--- src/rtl/alt_mem_ddrx_buffer_pkg.sv ---
// Shared sizing helpers and types for the DDRx write-data buffer allocator.
package alt_mem_ddrx_buffer_pkg;

    function automatic int two_pow_N(input int n);
        return 1 << n;
    endfunction

    localparam int DEFAULT_BUFFER_ADDR_WIDTH = 6;
    localparam int CTL_BUFFER_DEPTH = two_pow_N(DEFAULT_BUFFER_ADDR_WIDTH);

    typedef logic [DEFAULT_BUFFER_ADDR_WIDTH-1:0] slot_addr_t;
    typedef logic [DEFAULT_BUFFER_ADDR_WIDTH:0]   slot_count_t;

endpackage

--- src/rtl/alt_mem_ddrx_buffer_free_list.sv ---
// Circular register FIFO of free slot addresses, reset to 0..DEPTH-1 in order.
module alt_mem_ddrx_buffer_free_list
    import alt_mem_ddrx_buffer_pkg::*;
#(
    parameter int AW = 6
) (
    input  logic          i_clk,
    input  logic          i_rst,
    input  logic          i_push,
    input  logic [AW-1:0] i_push_addr,
    input  logic          i_pop,
    output logic [AW-1:0] o_head,
    output logic [AW:0]   o_count
);

    localparam int DEPTH = two_pow_N(AW);
    localparam logic [AW-1:0] A_ONE = AW'(1);
    localparam logic [AW:0]   C_ONE = (AW+1)'(1);
    localparam logic [AW:0]   C_DEPTH = (AW+1)'(DEPTH);

    logic [AW-1:0] r_mem [DEPTH];
    logic [AW-1:0] r_head;
    logic [AW-1:0] r_tail;
    logic [AW:0]   r_count;

    always_ff @(posedge i_clk or posedge i_rst) begin
        if (i_rst) begin
            for (int i = 0; i < DEPTH; i++) begin
                r_mem[i] <= AW'(i);
            end
            r_head  <= '0;
            r_tail  <= '0;
            r_count <= C_DEPTH;
        end else begin
            if (i_push) begin
                r_mem[r_tail] <= i_push_addr;
                r_tail        <= r_tail + A_ONE;
            end
            if (i_pop) begin
                r_head <= r_head + A_ONE;
            end
            if (i_push & ~i_pop) begin
                r_count <= r_count + C_ONE;
            end else if (~i_push & i_pop) begin
                r_count <= r_count - C_ONE;
            end
        end
    end

    assign o_head  = r_mem[r_head];
    assign o_count = r_count;

endmodule

--- src/rtl/alt_mem_ddrx_buffer_allocator.sv ---
// Write-data buffer slot allocator with per-slot tracking and read pipeline.
// Define ALT_MEM_DDRX_BUFFER_ERR_CHECK_EN to enable sticky protocol error checks.
module alt_mem_ddrx_buffer_allocator
    import alt_mem_ddrx_buffer_pkg::*;
#(
    parameter int CFG_BUFFER_ADDR_WIDTH     = 6,
    parameter int CFG_ALMOST_FULL_THRESHOLD = 4,
    parameter int CFG_READ_LATENCY          = 1
) (
    input  logic                           ctl_clk,
    input  logic                           ctl_reset,
    input  logic                           writeif_valid,
    output logic                           writeif_ready,
    output logic [CFG_BUFFER_ADDR_WIDTH-1:0] writeif_address,
    input  logic                           writeif_address_blocked,
    output logic                           buffwrite_valid,
    output logic [CFG_BUFFER_ADDR_WIDTH-1:0] buffwrite_address,
    input  logic                           readif_valid,
    input  logic [CFG_BUFFER_ADDR_WIDTH-1:0] readif_address,
    input  logic                           readif_release,
    output logic                           buffread_valid,
    output logic [CFG_BUFFER_ADDR_WIDTH-1:0] buffread_address,
    output logic                           buffread_datavalid,
    output logic [CFG_BUFFER_ADDR_WIDTH:0]   occupancy,
    output logic                           almost_full,
    output logic                           err_release_invalid,
    output logic                           err_alloc_overflow
);

    localparam int AW    = CFG_BUFFER_ADDR_WIDTH;
    localparam int DEPTH = two_pow_N(AW);
    localparam int LAT   = CFG_READ_LATENCY;
    localparam logic [AW:0] C_DEPTH  = (AW+1)'(DEPTH);
    localparam logic [AW:0] C_THRESH = (AW+1)'(CFG_ALMOST_FULL_THRESHOLD);
    localparam logic [AW:0] C_ONE    = (AW+1)'(1);

    logic [AW:0]     r_occ;
    logic            r_afull;
    logic [LAT-1:0]  r_dv;

    logic [AW-1:0]   w_head;
    logic [AW:0]     w_free_cnt;
    logic [AW:0]     w_occ_nxt;
    logic            w_full;
    logic            w_accept;
    logic            w_rel_req;
    logic            w_rel_ok;

    // free count and occupancy always sum to DEPTH, so either can gate ready
    assign w_full        = (r_occ == C_DEPTH);
    assign writeif_ready = ~writeif_address_blocked & (w_free_cnt != '0);
    assign w_accept      = writeif_valid & writeif_ready;
    assign w_rel_req     = readif_valid & readif_release;

    alt_mem_ddrx_buffer_free_list #(
        .AW (AW)
    ) u_free_list (
        .i_clk       (ctl_clk),
        .i_rst       (ctl_reset),
        .i_push      (w_rel_ok),
        .i_push_addr (readif_address),
        .i_pop       (w_accept),
        .o_head      (w_head),
        .o_count     (w_free_cnt)
    );

`ifdef ALT_MEM_DDRX_BUFFER_ERR_CHECK_EN
    logic [DEPTH-1:0] r_valid;
    logic             r_err_rel;
    logic             r_err_ovf;

    // a slot that is not allocated is never pushed back, even if occupancy > 0
    assign w_rel_ok = w_rel_req & r_valid[readif_address];

    always_ff @(posedge ctl_clk or posedge ctl_reset) begin
        if (ctl_reset) begin
            r_valid   <= '0;
            r_err_rel <= 1'b0;
            r_err_ovf <= 1'b0;
        end else begin
            if (w_rel_ok) begin
                r_valid[readif_address] <= 1'b0;
            end
            if (w_accept) begin
                r_valid[w_head] <= 1'b1;
            end
            if (w_rel_req & ~r_valid[readif_address]) begin
                r_err_rel <= 1'b1;
            end
            if (writeif_valid & w_full & ~writeif_address_blocked) begin
                r_err_ovf <= 1'b1;
            end
        end
    end

    assign err_release_invalid = r_err_rel;
    assign err_alloc_overflow  = r_err_ovf;
`else
    assign w_rel_ok            = w_rel_req & (r_occ != '0);
    assign err_release_invalid = 1'b0;
    assign err_alloc_overflow  = 1'b0;
`endif

    always_comb begin
        w_occ_nxt = r_occ;
        if (w_accept & ~w_rel_ok) begin
            w_occ_nxt = r_occ + C_ONE;
        end else if (~w_accept & w_rel_ok) begin
            w_occ_nxt = r_occ - C_ONE;
        end
    end

    always_ff @(posedge ctl_clk or posedge ctl_reset) begin
        if (ctl_reset) begin
            r_occ   <= '0;
            r_afull <= 1'b0;
        end else begin
            r_occ   <= w_occ_nxt;
            r_afull <= ((C_DEPTH - w_occ_nxt) <= C_THRESH);
        end
    end

    always_ff @(posedge ctl_clk or posedge ctl_reset) begin
        if (ctl_reset) begin
            r_dv <= '0;
        end else begin
            r_dv[0] <= readif_valid;
            for (int i = 1; i < LAT; i++) begin
                r_dv[i] <= r_dv[i-1];
            end
        end
    end

    assign writeif_address    = w_head;
    assign buffwrite_valid    = w_accept;
    assign buffwrite_address  = w_head;
    assign buffread_valid     = readif_valid;
    assign buffread_address   = readif_address;
    assign buffread_datavalid = r_dv[LAT-1];
    assign occupancy          = r_occ;
    assign almost_full        = r_afull;

endmodule

--- config.mk ---
export PLATFORM = sky130hd
export DESIGN_NAME = alt_mem_ddrx_buffer_allocator
export DESIGN_NICKNAME = d
export VERILOG_FILES = /design/src/rtl/alt_mem_ddrx_buffer_pkg.sv /design/src/rtl/alt_mem_ddrx_buffer_free_list.sv /design/src/rtl/alt_mem_ddrx_buffer_allocator.sv
export SDC_FILE = /design/constraint.sdc
export NUM_CORES = 1
export LEC_CHECK = 0
export CORE_AREA = 4 4 186 188
export CTS_BUF_LIST = sky130_fd_sc_hd__clkbuf_4 sky130_fd_sc_hd__clkbuf_8
export DETAILED_ROUTE_END_ITERATION = 6
export DIE_AREA = 0 0 190 192
export MAX_ROUTING_LAYER = met4
export PLACE_DENSITY = 0.77
export SYNTH_ARGS = -nofsm -noshare
export SYNTH_HDL_FRONTEND = slang
export SYNTH_SLANG_ARGS = --single-unit
--- constraint.sdc ---
create_clock -name ctl_clk -period 18.8 [get_ports ctl_clk]
set_clock_uncertainty 0.1 [all_clocks]
set_input_delay 3.76 -clock ctl_clk [delete_from_list [all_inputs] [get_ports ctl_clk]]
set_output_delay 3.76 -clock ctl_clk [all_outputs]
set_load 0.01 [all_outputs]
==> results.yml <==
floorplan:
  io_pins: 44
  fp.dieW_microns: 190
  row_count: 67
  die_h_microns: 192
  initial_core_util_pct: 59.0
  dieArea_sq_mm: 0.0365
  core_area_sq_mm: 0.0331
sta:
  fmax_mhz: 107
  setup_violations: 0
  tightest_slew_ns: 1.25
  slew_headroom_pct: 16.2
  hold_violations: 0
  slew_viol_final: 0
  setup-tns-final_ns: 0
  fin_ws_ns: 9.45
  post-route-period-util_pct: 49.7
  period_needed_ns: 9.35
  rsz0062_at_grt: "false"
logic_synthesis:
  ys_ff_latch: 412
  ys_types: 61
  synth-edff-count: 0
  ys_warn_count: 0
  ys.flop_type: "dfrtp_1"
  yosysTopAreaCellShare_pct: 28.1
  yosysSeqAreaShare_pct: 54.0
  syn_inst: 1342
  syn_area_sq_mm: 0.0195
  synthArstFlopShare_pct: 100
  synth_area_per_cell_sq_um: 14.6
  yosys.area.top_type: "dfrtp_1"
  yosys-top-cells-area: "dfrtp_1 (28%), dfstp_2 (26%), mux2_2 (22%)"
detailed_routing:
  drcViolationCount: 0
  avgRoutedWirePerCell_microns: 23.5
  first_iter_violations: 747
  num_vias: 11600
  detail-route-antenna-nets: 0
  viasPerCell: 6.22
  first_pass_iters: 5
  wl_microns: 43800
layout:
  syn_to_final_growth_pct: 10.8
  n_fill_cell: 2352
  diodes: 0
  drive_above_1_share_pct: 57.1
  regArea_sq_mm: 0.0106
  multiInputGateArea_sq_mm: 0.00848
  finalNetCount: 1388
status:
  status: "completed"
clock_network:
  cts_made_buffers: 70
  cts.sinks: 412
  clkTransAtPathRegs_ns: 0.06
  cts_hold_buf: 0
  cts_tree: "built"
  root_buffer: "clkbuf_8"
  cts_setup_buffers: 0
  cts.path.max_buffers: 3
  cts_resized: 0
  clkLatencyLatePin_ns: 0.61
  htree_levels: 3
worst_setup_path:
  r2r_cells: 12
  crit_type: "input pin to primary output"
  worstPathMaxFanout: 9
  ff2ff_setup_slack_ns: 15.33
  required_ns: 14.94
  r2r_start: "u_free_list.o_count[2]$_DFFE_PP0P_"
  worstReg2RegEnd: "u_free_list.o_count[6]$_DFFE_PP1P_"
  arrival_ns: 5.49
  end_kind: "primary output"
  start_kind: "input pin"
global_routing:
  grtUsageTotal_pct: 25.5
  grt_max_degree: 201
  grt_pass1_wl_microns: 70200
  grt_pass1_vias: 12300
  antenna_found_initial: 0
  grt_remaining_overflow: 0
pwr:
  ir_worst_vdd_uv: 126
  p_leak_nw: 9.43
  powerDensity_mw_per_mm2: 137
placed_design:
  place_ws_ns: 9.42
  place_congestion: 0.785
  post-dp-hpwl_microns: 26200
  io_buffer_count: 41
min_path:
  hold_depth: 1
  hold_path_class: "register to register"
  min_from: "u_free_list.r_mem[318]$_DFFE_PP0P_"
  min_to: "u_free_list.r_mem[318]$_DFFE_PP0P_"
flow_run:
  maxCapViolCount: 0
==> registers in the layout (all words and copies together), names as in the netlist <==
signal	cells
almost_full	1
buffread_datavalid	1
occupancy	7
u_free_list.o_count	7
u_free_list.r_head	6
u_free_list.r_mem	384
u_free_list.r_tail	6
==> through the flow <==
step | hold slack [ns] | cell area, sq um | std cells | total power [mW] | utilization [%]
after floorplan | 0.352 | 19500 | 1343 | 1.85 | -
after global placement | 0.364 | 20100 | 1739 | 2.10 | 60.7
after detailed placement | 0.375 | 20100 | 1739 | 2.13 | 60.7
after CTS | 0.387 | 21600 | 1867 | 2.99 | 65.4
after global routing | 0.405 | 21600 | 1867 | 3.12 | 65.4
final | 0.387 | 21600 | 1867 | 2.97 | 65.4
==> Yosys cell counts, drive strengths merged, types with 6 or more instances <==
| master | instances |
|---|---|
| ha | 12 |
| nand3 | 18 |
| a31oi | 6 |
| nand2 | 54 |
| a211oi | 16 |
| o221ai | 6 |
| nor4 | 7 |
| a22o | 6 |
| dfrtp | 219 |
| clkbuf | 59 |
| dfstp | 193 |
| a21oi | 10 |
| and2 | 6 |
| buf | 41 |
| a21o | 6 |
| mux4 | 76 |
| a22oi | 12 |
| o22ai | 13 |
| nor3 | 6 |
| mux2 | 388 |
| mux2i | 42 |
| o21ai | 7 |
| xnor2 | 16 |
| nor2 | 54 |
| inv | 11 |
==> metal layers <==
layer	routed length, microns	share of wire, %	GRT usage [%]	vias up
li1	-	-	-	4996
met1	18700	43	34.5	6186
met2	21000	48	39.0	346
met3	2780	6.4	5.23	86
met4	1260	2.9	8.60	0
met5	0	0	-	-
==> cells by family after synthesis <==
group / after synthesis / share of synthesized area [%]
mux: 506 / 33.3
fa+ha+maj: 13 / 0.871
simple gates: 180 / 4.69
compound gates: 98 / 3.62
buf+inv: 112 / 2.61
xor+xnor: 20 / 0.897
flops: 412 / 54.0
other cells: 1 / 0.0192
==> worst max path at each step <==
stage	start	to	slack, ns	cells past startpoint
after floorplan	ctl_reset	almost_full$_DFF_PP0_	3.79	1
after global placement	writeif_address_blocked	buffwrite_valid	9.45	4
after detailed placement	writeif_address_blocked	buffwrite_valid	9.42	4
after CTS	writeif_address_blocked	buffwrite_valid	9.42	4
after global routing	writeif_address_blocked	buffwrite_valid	9.35	4
final	writeif_address_blocked	buffwrite_valid	9.45	4
==> area by class of cell <==
type | instances | area share [%]
Sequential cell | 412 | 48.8
Clock buffer | 115 | 6.53
Tap cell | 448 | 2.59
Inverter | 12 | 0.243
Clock inverter | 13 | 0.526
Timing Repair Buffer | 48 | 2.12
Multi-Input combinational cell | 819 | 39.2
==> critical path: stages <==
cell and delay, ns:
clkdlybuf4s50_1 0.40, a21oi_1 0.18, and2_1 0.50, clkdlybuf4s50_1 0.65
==> power breakdown <==
part           switching, mW  leakage [nW]  internal [mW]  total, mW
Clock                  0.359         0.814          0.492      0.852
Sequential             0.150          4.93           1.09       1.24
Combinational          0.447          3.69          0.431      0.878
Total                  0.956          9.43           2.02       2.97
==> cells in the final DEF (no fill, tap or decap), types with 7 or more instances in the layout <==
cell type        count
mux2_2             382
dfrtp_1            217
dfstp_2            193
clkbuf_8            88
mux4_2              76
nand2_1             54
nor2_1              53
mux2i_1             42
clkdlybuf4s50_1     35
clkbuf_4            27
nand3_1             18
xnor2_1             16
a211oi_1            16
o22ai_1             13
a22oi_1             12
ha_1                12
inv_1               10
a21oi_1             10
o21ai_0              7
Note: power is estimated with default switching activity, not from simulation.
